### src/rtl/game_sequencer.sv
// 2048 game flow controller: owns the live board, sequences move/spawn/check turns
// and selects the welcome or live grid for the renderer.
module game_sequencer #(
    parameter int ANIMATION_DELAY = 30,
    parameter int SPAWN_TRIES     = 16
) (
    input  logic        clk,
    input  logic        rst,
    input  logic        vsync_rising_edge,
    input  logic [3:0]  btn,
    input  logic [3:0]  lfsr_out,
    input  logic [63:0] welcome_grid,
    input  logic [63:0] move_grid,
    input  logic        move_changed,
    input  logic        move_done,
    output logic        move_start,
    output logic [1:0]  move_dir,
    output logic [63:0] board,
    output logic [63:0] display_grid,
    output logic        game_over,
    output logic        won
);

    localparam int TRY_W   = $clog2(SPAWN_TRIES + 1);
    localparam int FRAME_W = $clog2(ANIMATION_DELAY + 1);
    localparam logic [TRY_W-1:0]   TRY_LAST  = TRY_W'(SPAWN_TRIES - 1);
    localparam logic [FRAME_W-1:0] FRAME_MAX = FRAME_W'(ANIMATION_DELAY);

    typedef enum logic [2:0] {
        S_WELCOME,
        S_SPAWN,
        S_CHECK,
        S_IDLE,
        S_MOVE,
        S_OVER,
        S_WON
    } state_t;

    state_t              state, state_nxt;
    logic [63:0]         board_nxt, display_nxt;
    logic [1:0]          spawn_left, spawn_left_nxt;
    logic [TRY_W-1:0]    tries, tries_nxt;
    logic [FRAME_W-1:0]  frame_cnt, frame_cnt_nxt;
    logic                move_start_nxt, game_over_nxt, won_nxt;
    logic [1:0]          move_dir_nxt;

    logic [3:0]          cells [16];
    logic                any_empty, has_2048, has_pair, found;
    logic [3:0]          first_empty;

    always_comb begin
        any_empty   = 1'b0;
        has_2048    = 1'b0;
        has_pair    = 1'b0;
        found       = 1'b0;
        first_empty = '0;
        for (int unsigned i = 0; i < 16; i++) begin
            cells[i] = board[4*i +: 4];
        end
        for (int unsigned i = 0; i < 16; i++) begin
            if (cells[i] == 4'd0) begin
                any_empty = 1'b1;
                if (!found) begin
                    first_empty = 4'(i);
                    found       = 1'b1;
                end
            end
            if (cells[i] == 4'd11) has_2048 = 1'b1;
        end
        // a: position along the line, b: which row/column
        for (int unsigned b = 0; b < 4; b++) begin
            for (int unsigned a = 0; a < 3; a++) begin
                if (cells[4*b + a] == cells[4*b + a + 1]) has_pair = 1'b1;
                if (cells[4*a + b] == cells[4*a + b + 4]) has_pair = 1'b1;
            end
        end
    end

    always_ff @(posedge clk) begin
        if (rst) begin
            state        <= S_WELCOME;
            board        <= '0;
            display_grid <= '0;
            spawn_left   <= '0;
            tries        <= '0;
            frame_cnt    <= '0;
            move_start   <= 1'b0;
            move_dir     <= '0;
            game_over    <= 1'b0;
            won          <= 1'b0;
        end else begin
            state        <= state_nxt;
            board        <= board_nxt;
            display_grid <= display_nxt;
            spawn_left   <= spawn_left_nxt;
            tries        <= tries_nxt;
            frame_cnt    <= frame_cnt_nxt;
            move_start   <= move_start_nxt;
            move_dir     <= move_dir_nxt;
            game_over    <= game_over_nxt;
            won          <= won_nxt;
        end
    end

    always_comb begin
        state_nxt      = state;
        board_nxt      = board;
        spawn_left_nxt = spawn_left;
        tries_nxt      = tries;
        frame_cnt_nxt  = frame_cnt;
        unique case (state)
            S_WELCOME: begin
                if (|btn) begin
                    board_nxt      = '0;
                    spawn_left_nxt = 2'd2;
                    tries_nxt      = '0;
                    state_nxt      = S_SPAWN;
                end
            end
            S_SPAWN: begin
                if (!any_empty) begin
                    spawn_left_nxt = '0;
                end else if (cells[lfsr_out] == 4'd0) begin
                    board_nxt[{lfsr_out, 2'b00} +: 4] = (lfsr_out == 4'hF) ? 4'd2 : 4'd1;
                    spawn_left_nxt = spawn_left - 2'd1;
                    tries_nxt      = '0;
                end else if (tries == TRY_LAST) begin
                    // the failed attempt that exhausts the budget falls back in the same cycle
                    board_nxt[{first_empty, 2'b00} +: 4] = 4'd1;
                    spawn_left_nxt = spawn_left - 2'd1;
                    tries_nxt      = '0;
                end else begin
                    tries_nxt = tries + TRY_W'(1);
                end
                if (spawn_left_nxt == 2'd0) state_nxt = S_CHECK;
            end
            S_CHECK: begin
                frame_cnt_nxt = '0;
                if (has_2048)                     state_nxt = S_WON;
                else if (!any_empty && !has_pair) state_nxt = S_OVER;
                else                              state_nxt = S_IDLE;
            end
            S_IDLE: begin
                if (|btn) state_nxt = S_MOVE;
            end
            S_MOVE: begin
                // a completion coincident with our own request pulse is not ours yet
                if (move_done && !move_start) begin
                    if (move_changed) begin
                        board_nxt      = move_grid;
                        spawn_left_nxt = 2'd1;
                        tries_nxt      = '0;
                        state_nxt      = S_SPAWN;
                    end else begin
                        state_nxt = S_IDLE;
                    end
                end
            end
            S_OVER, S_WON: begin
                if (vsync_rising_edge && frame_cnt != FRAME_MAX)
                    frame_cnt_nxt = frame_cnt + FRAME_W'(1);
                if (|btn && frame_cnt == FRAME_MAX) state_nxt = S_WELCOME;
            end
            default: state_nxt = S_WELCOME;
        endcase
    end

    always_comb begin
        move_start_nxt = (state == S_IDLE) && (|btn);
        move_dir_nxt   = move_dir;
        if (state == S_IDLE) begin
            if (btn[3])      move_dir_nxt = 2'd0;
            else if (btn[2]) move_dir_nxt = 2'd1;
            else if (btn[1]) move_dir_nxt = 2'd2;
            else if (btn[0]) move_dir_nxt = 2'd3;
        end
        game_over_nxt = (state_nxt == S_OVER);
        won_nxt       = (state_nxt == S_WON);
        display_nxt   = (state == S_WELCOME) ? welcome_grid : board;
    end

endmodule

### config.mk
export PLATFORM = sky130hd
export DESIGN_NAME = game_sequencer
export DESIGN_NICKNAME = d
export VERILOG_FILES = /design/src/rtl/game_sequencer.sv
export SDC_FILE = /design/constraint.sdc
export NUM_CORES = 1
export LEC_CHECK = 0
export ABC_AREA = 1
export CELL_PAD_IN_SITES_DETAIL_PLACEMENT = 1
export CELL_PAD_IN_SITES_GLOBAL_PLACEMENT = 2
export CORE_MARGIN = 1.5
export CORE_UTILIZATION = 26
export CTS_BUF_LIST = sky130_fd_sc_hd__clkbuf_4 sky130_fd_sc_hd__clkbuf_8
export DETAILED_ROUTE_END_ITERATION = 8
export GPL_TIMING_DRIVEN = 0
export PLACE_DENSITY = 0.79
export SLEW_MARGIN = 25
export SYNTH_ARGS = -nofsm -noshare
export SYNTH_HDL_FRONTEND = slang
export SYNTH_SLANG_ARGS = --single-unit
export TNS_END_PERCENT = 5
### constraint.sdc
create_clock -name clk -period 3.4 [get_ports clk]
set_input_delay 0.51 -clock clk [delete_from_list [all_inputs] [get_ports clk]]
set_output_delay 0.51 -clock clk [all_outputs]
set_load 0.005 [all_outputs]
==> results.ini <==
[synth]
synth.cells.most_frequent=nand2_1 (230), nor2_1 (168), a21oi_1 (154)
synth-main-ff-cell=dfxtp_1
synthTopCellsByArea=dfxtp_1 (31%), nand2_1 (9.1%), a21oi_1 (8.1%), nor2_1 (6.6%), o21ai_0 (6.5%)
synthDistinctLibCells=48
synth_nets=1535
yosysTopAreaCellShare_pct=31.2
syn_inst=1383
syn_area_per_cell_um2=6.87
synth-seq-area-share_pct=31.2
yosysMostFrequentCell=nand2_1
syn-cell-area_um2=9500
synth_top_area_cell=dfxtp_1
async_flop_share_pct=0
synth_edf_count=0
synth-seq-cells=148
ys_warn_count=0

[power_and_ir_drop]
p_clk_share_pct=13.8
powerDensity_nw_per_um2=751
switching_share_pct=48.8
p_switching_mw=4.85
p_leak_nw=5.22
vdd_drop_max_mv=0.325
combPwrFrac_pct=61.7
sequentialPowerShare_pct=24.5
p_int_mw=5.09

[clock_tree]
cts_tree=built
clk_pin_slew_worst_paths_ps=90
h-tree-depth=4
clock_latency_ps=520
clkSinkCount=148
clock_path_buffers=2
root_buffer=clkbuf_8
cts_inserted_buffers=17

[route]
vias=10700
ant_nets=0
via_per_inst=4.96
wl_per_cell_um=22.8
drc=23
drtIter0Drc=715
firstDrtPassIters=7
routed_wl_um=48900

[timing]
fin_crit_sh_pct=94.9
slew_headroom_pct=31.4
whs_ps=457
setup_violations=0
fmax_mhz=310
skew_ps=26.6
min_period_ps=3230
slew_violations=0
hold_violations=0
worst_slew_pin_slew_ps=1030

[setup_path]
reg2reg_setup_slack_ps=190
max_stage_delay_ps=720
path_class=in -> reg
cp_top_family=buffers and inverters
critPathBufInv=4
arrival_ps=3600
reg2reg_depth=21
critical_path.slowest_cell=clkdlybuf4s50_1
cp-start-kind=input pin
startpoint=lfsr_out[1]
r2r-start=board[56]
crit_path_end_kind=flop
r2r-end=board[43]
required_ps=3770
cp_cell_sequence=clkdlybuf4s50_1 -> inv_1 -> ha_1 -> xnor2_1 -> inv_1 -> nor3_1 -> inv_1 -> nor2_1 -> nor2_1 -> nand2_1 -> nand2_1 -> nand2_1 -> a21oi_2
cp_max_fo=8

[global_routing]
grt_usage_pct=25.6
grt_pass1_wl_um=71600
grt_overflow=0
grt_max_degree=17
grt_pass1_vias=11100
antenna_found_initial=0

[floorplanning]
die_x_um=194
die-area_um2=37700
start_util_pct=26.6
core_um2=35700
io_pins=274
die_height_um=194
num_rows=69

[hold_path]
min_from=tries[4]
hold_path_depth=2
hp-class=reg -> reg
hold_end=tries[4]

[placed_design]
dp_hpwl_um=38800
portBuffers=273
finalWeightedCongestion=0.918

[final_layout]
fin_util_pct=37.0
diodes=0
fin_nets=1828
drive_above_1_share_pct=11.4
nFillCells=4495
area_delta_synth_final_pct=39.4

[status]
status=finished, violations left
violations=design-rule violations

[flow_run]
cap_violations=0

worst reg2reg max path: stages, from the launching register on:
cell and delay (ps):
dfxtp_1 320, buf_2 190, inv_2 120, nand2_1 80
nor2_2 220, nand3_1 110, nand2_1 100, nand2_1 60
nand2_1 50, nand2_1 50, nand2_1 50, nand2_1 120
nand2_1 150, inv_1 100, ha_4 190, xor2_4 180
nor2_1 450, nand3_2 140, nand2_1 80, nand2_1 150
nand2_1 120, a21oi_2 50
metal layers:
metal | track usage, % | part of all wire [%]
met5 | 0 | 0
met4 | 6.25 | 1.6
met3 | 4.87 | 5.2
met2 | 42.8 | 46
met1 | 34.0 | 47
power groups by stage:
| stage | clock, mW | combinational (mW) | sequential (mW) |
|---|---|---|---|
| floorplan | 0 | 3.29 | 2.44 |
| global placement | 0 | 5.91 | 2.45 |
| detailed placement | 0 | 5.98 | 2.47 |
| CTS | 1.39 | 6.02 | 2.43 |
| global route | 1.46 | 6.62 | 2.48 |
| finish | 1.37 | 6.14 | 2.44 |
how the worst max path moves through the flow:
stage / cells after the start / slack (ps) / to
5_1_grt: 19 / -6 / board[54]
6_report: 13 / 170 / board[47]
3_3_place_gp: 13 / -310 / board[47]
3_5_place_dp: 14 / -300 / board[47]
4_1_cts: 20 / 20 / board[54]
2_1_floorplan: 20 / 720 / board[35]
placed cells by master, fill, tap and decap left out, types with 3 or more instances in the layout:
cell,n
inv_1,90
o21ai_0,124
ha_1,10
inv_2,14
buf_6,12
o221ai_1,6
nor3_1,21
dfxtp_1,146
clkinvlp_4,4
buf_2,23
a21oi_1,153
clkbuf_4,3
o21ai_1,8
nand2_1,229
nor2_1,167
or2_2,4
clkbuf_1,42
nand3_2,11
a31oi_1,5
clkbuf_8,19
clkinv_2,5
nand2_4,7
nor2_4,9
clkdlybuf4s50_1,272
a21oi_2,11
buf_4,34
xnor2_1,67
nor4_1,9
nand4_1,36
nand2_2,10
xor2_1,34
nor2_2,12
nand3_1,58
area by class of cell:
cell class | instances | area, um^2 | share of cell area, %
Clock inverter | 10 | 85.1 | 0.643
Multi-Input combinational cell | 1015 | 5520 | 41.7
Buffer | 113 | 674 | 5.09
Tap cell | 461 | 577 | 4.36
Sequential cell | 148 | 2970 | 22.4
Inverter | 107 | 407 | 3.07
Timing Repair Buffer | 274 | 2740 | 20.7
Clock buffer | 20 | 269 | 2.03
what timing repair did:
item	4_1_cts	5_1_grt
gates cloned	0	0
setup endpoints to repair	16	27
pin swaps	0	2
hold buffers	0	0
buffers inserted	0	1
resized for setup	3	15
cells by family (layout without fill, tap and decap cells):
logic type | Yosys count | after routing | share of synthesized area (%)
simple gates | 580 | 580 | 28.2
xor+xnor | 102 | 102 | 9.60
buf+inv | 220 | 524 | 11.2
compound gates | 322 | 322 | 18.4
fa+ha+maj | 11 | 11 | 1.45
flops | 148 | 148 | 31.2
registers in the layout (all words and copies together), names as in the netlist:
register,flops
frame_cnt,5
spawn_left,2
tries,5
board,64
game_over,1
won,1
state,3
move_start,1
display_grid,64
move_dir,2
stage by stage:
| step | total power [mW] | instance area, um^2 | TNS [ps] | worst slack, ps | instances |
|---|---|---|---|---|---|
| floorplan | 5.73 | 9500 | 0 | 719 | 1383 |
| global placement | 8.37 | 12800 | -3970 | -313 | 2117 |
| detailed placement | 8.45 | 12800 | -4400 | -299 | 2117 |
| CTS | 9.85 | 13200 | 0 | 18.1 | 2147 |
| global route | 10.6 | 13200 | -6.49 | -6.49 | 2148 |
| finish | 9.94 | 13200 | 0 | 174 | 2148 |
Note: power is estimated with default switching activity, not from simulation.
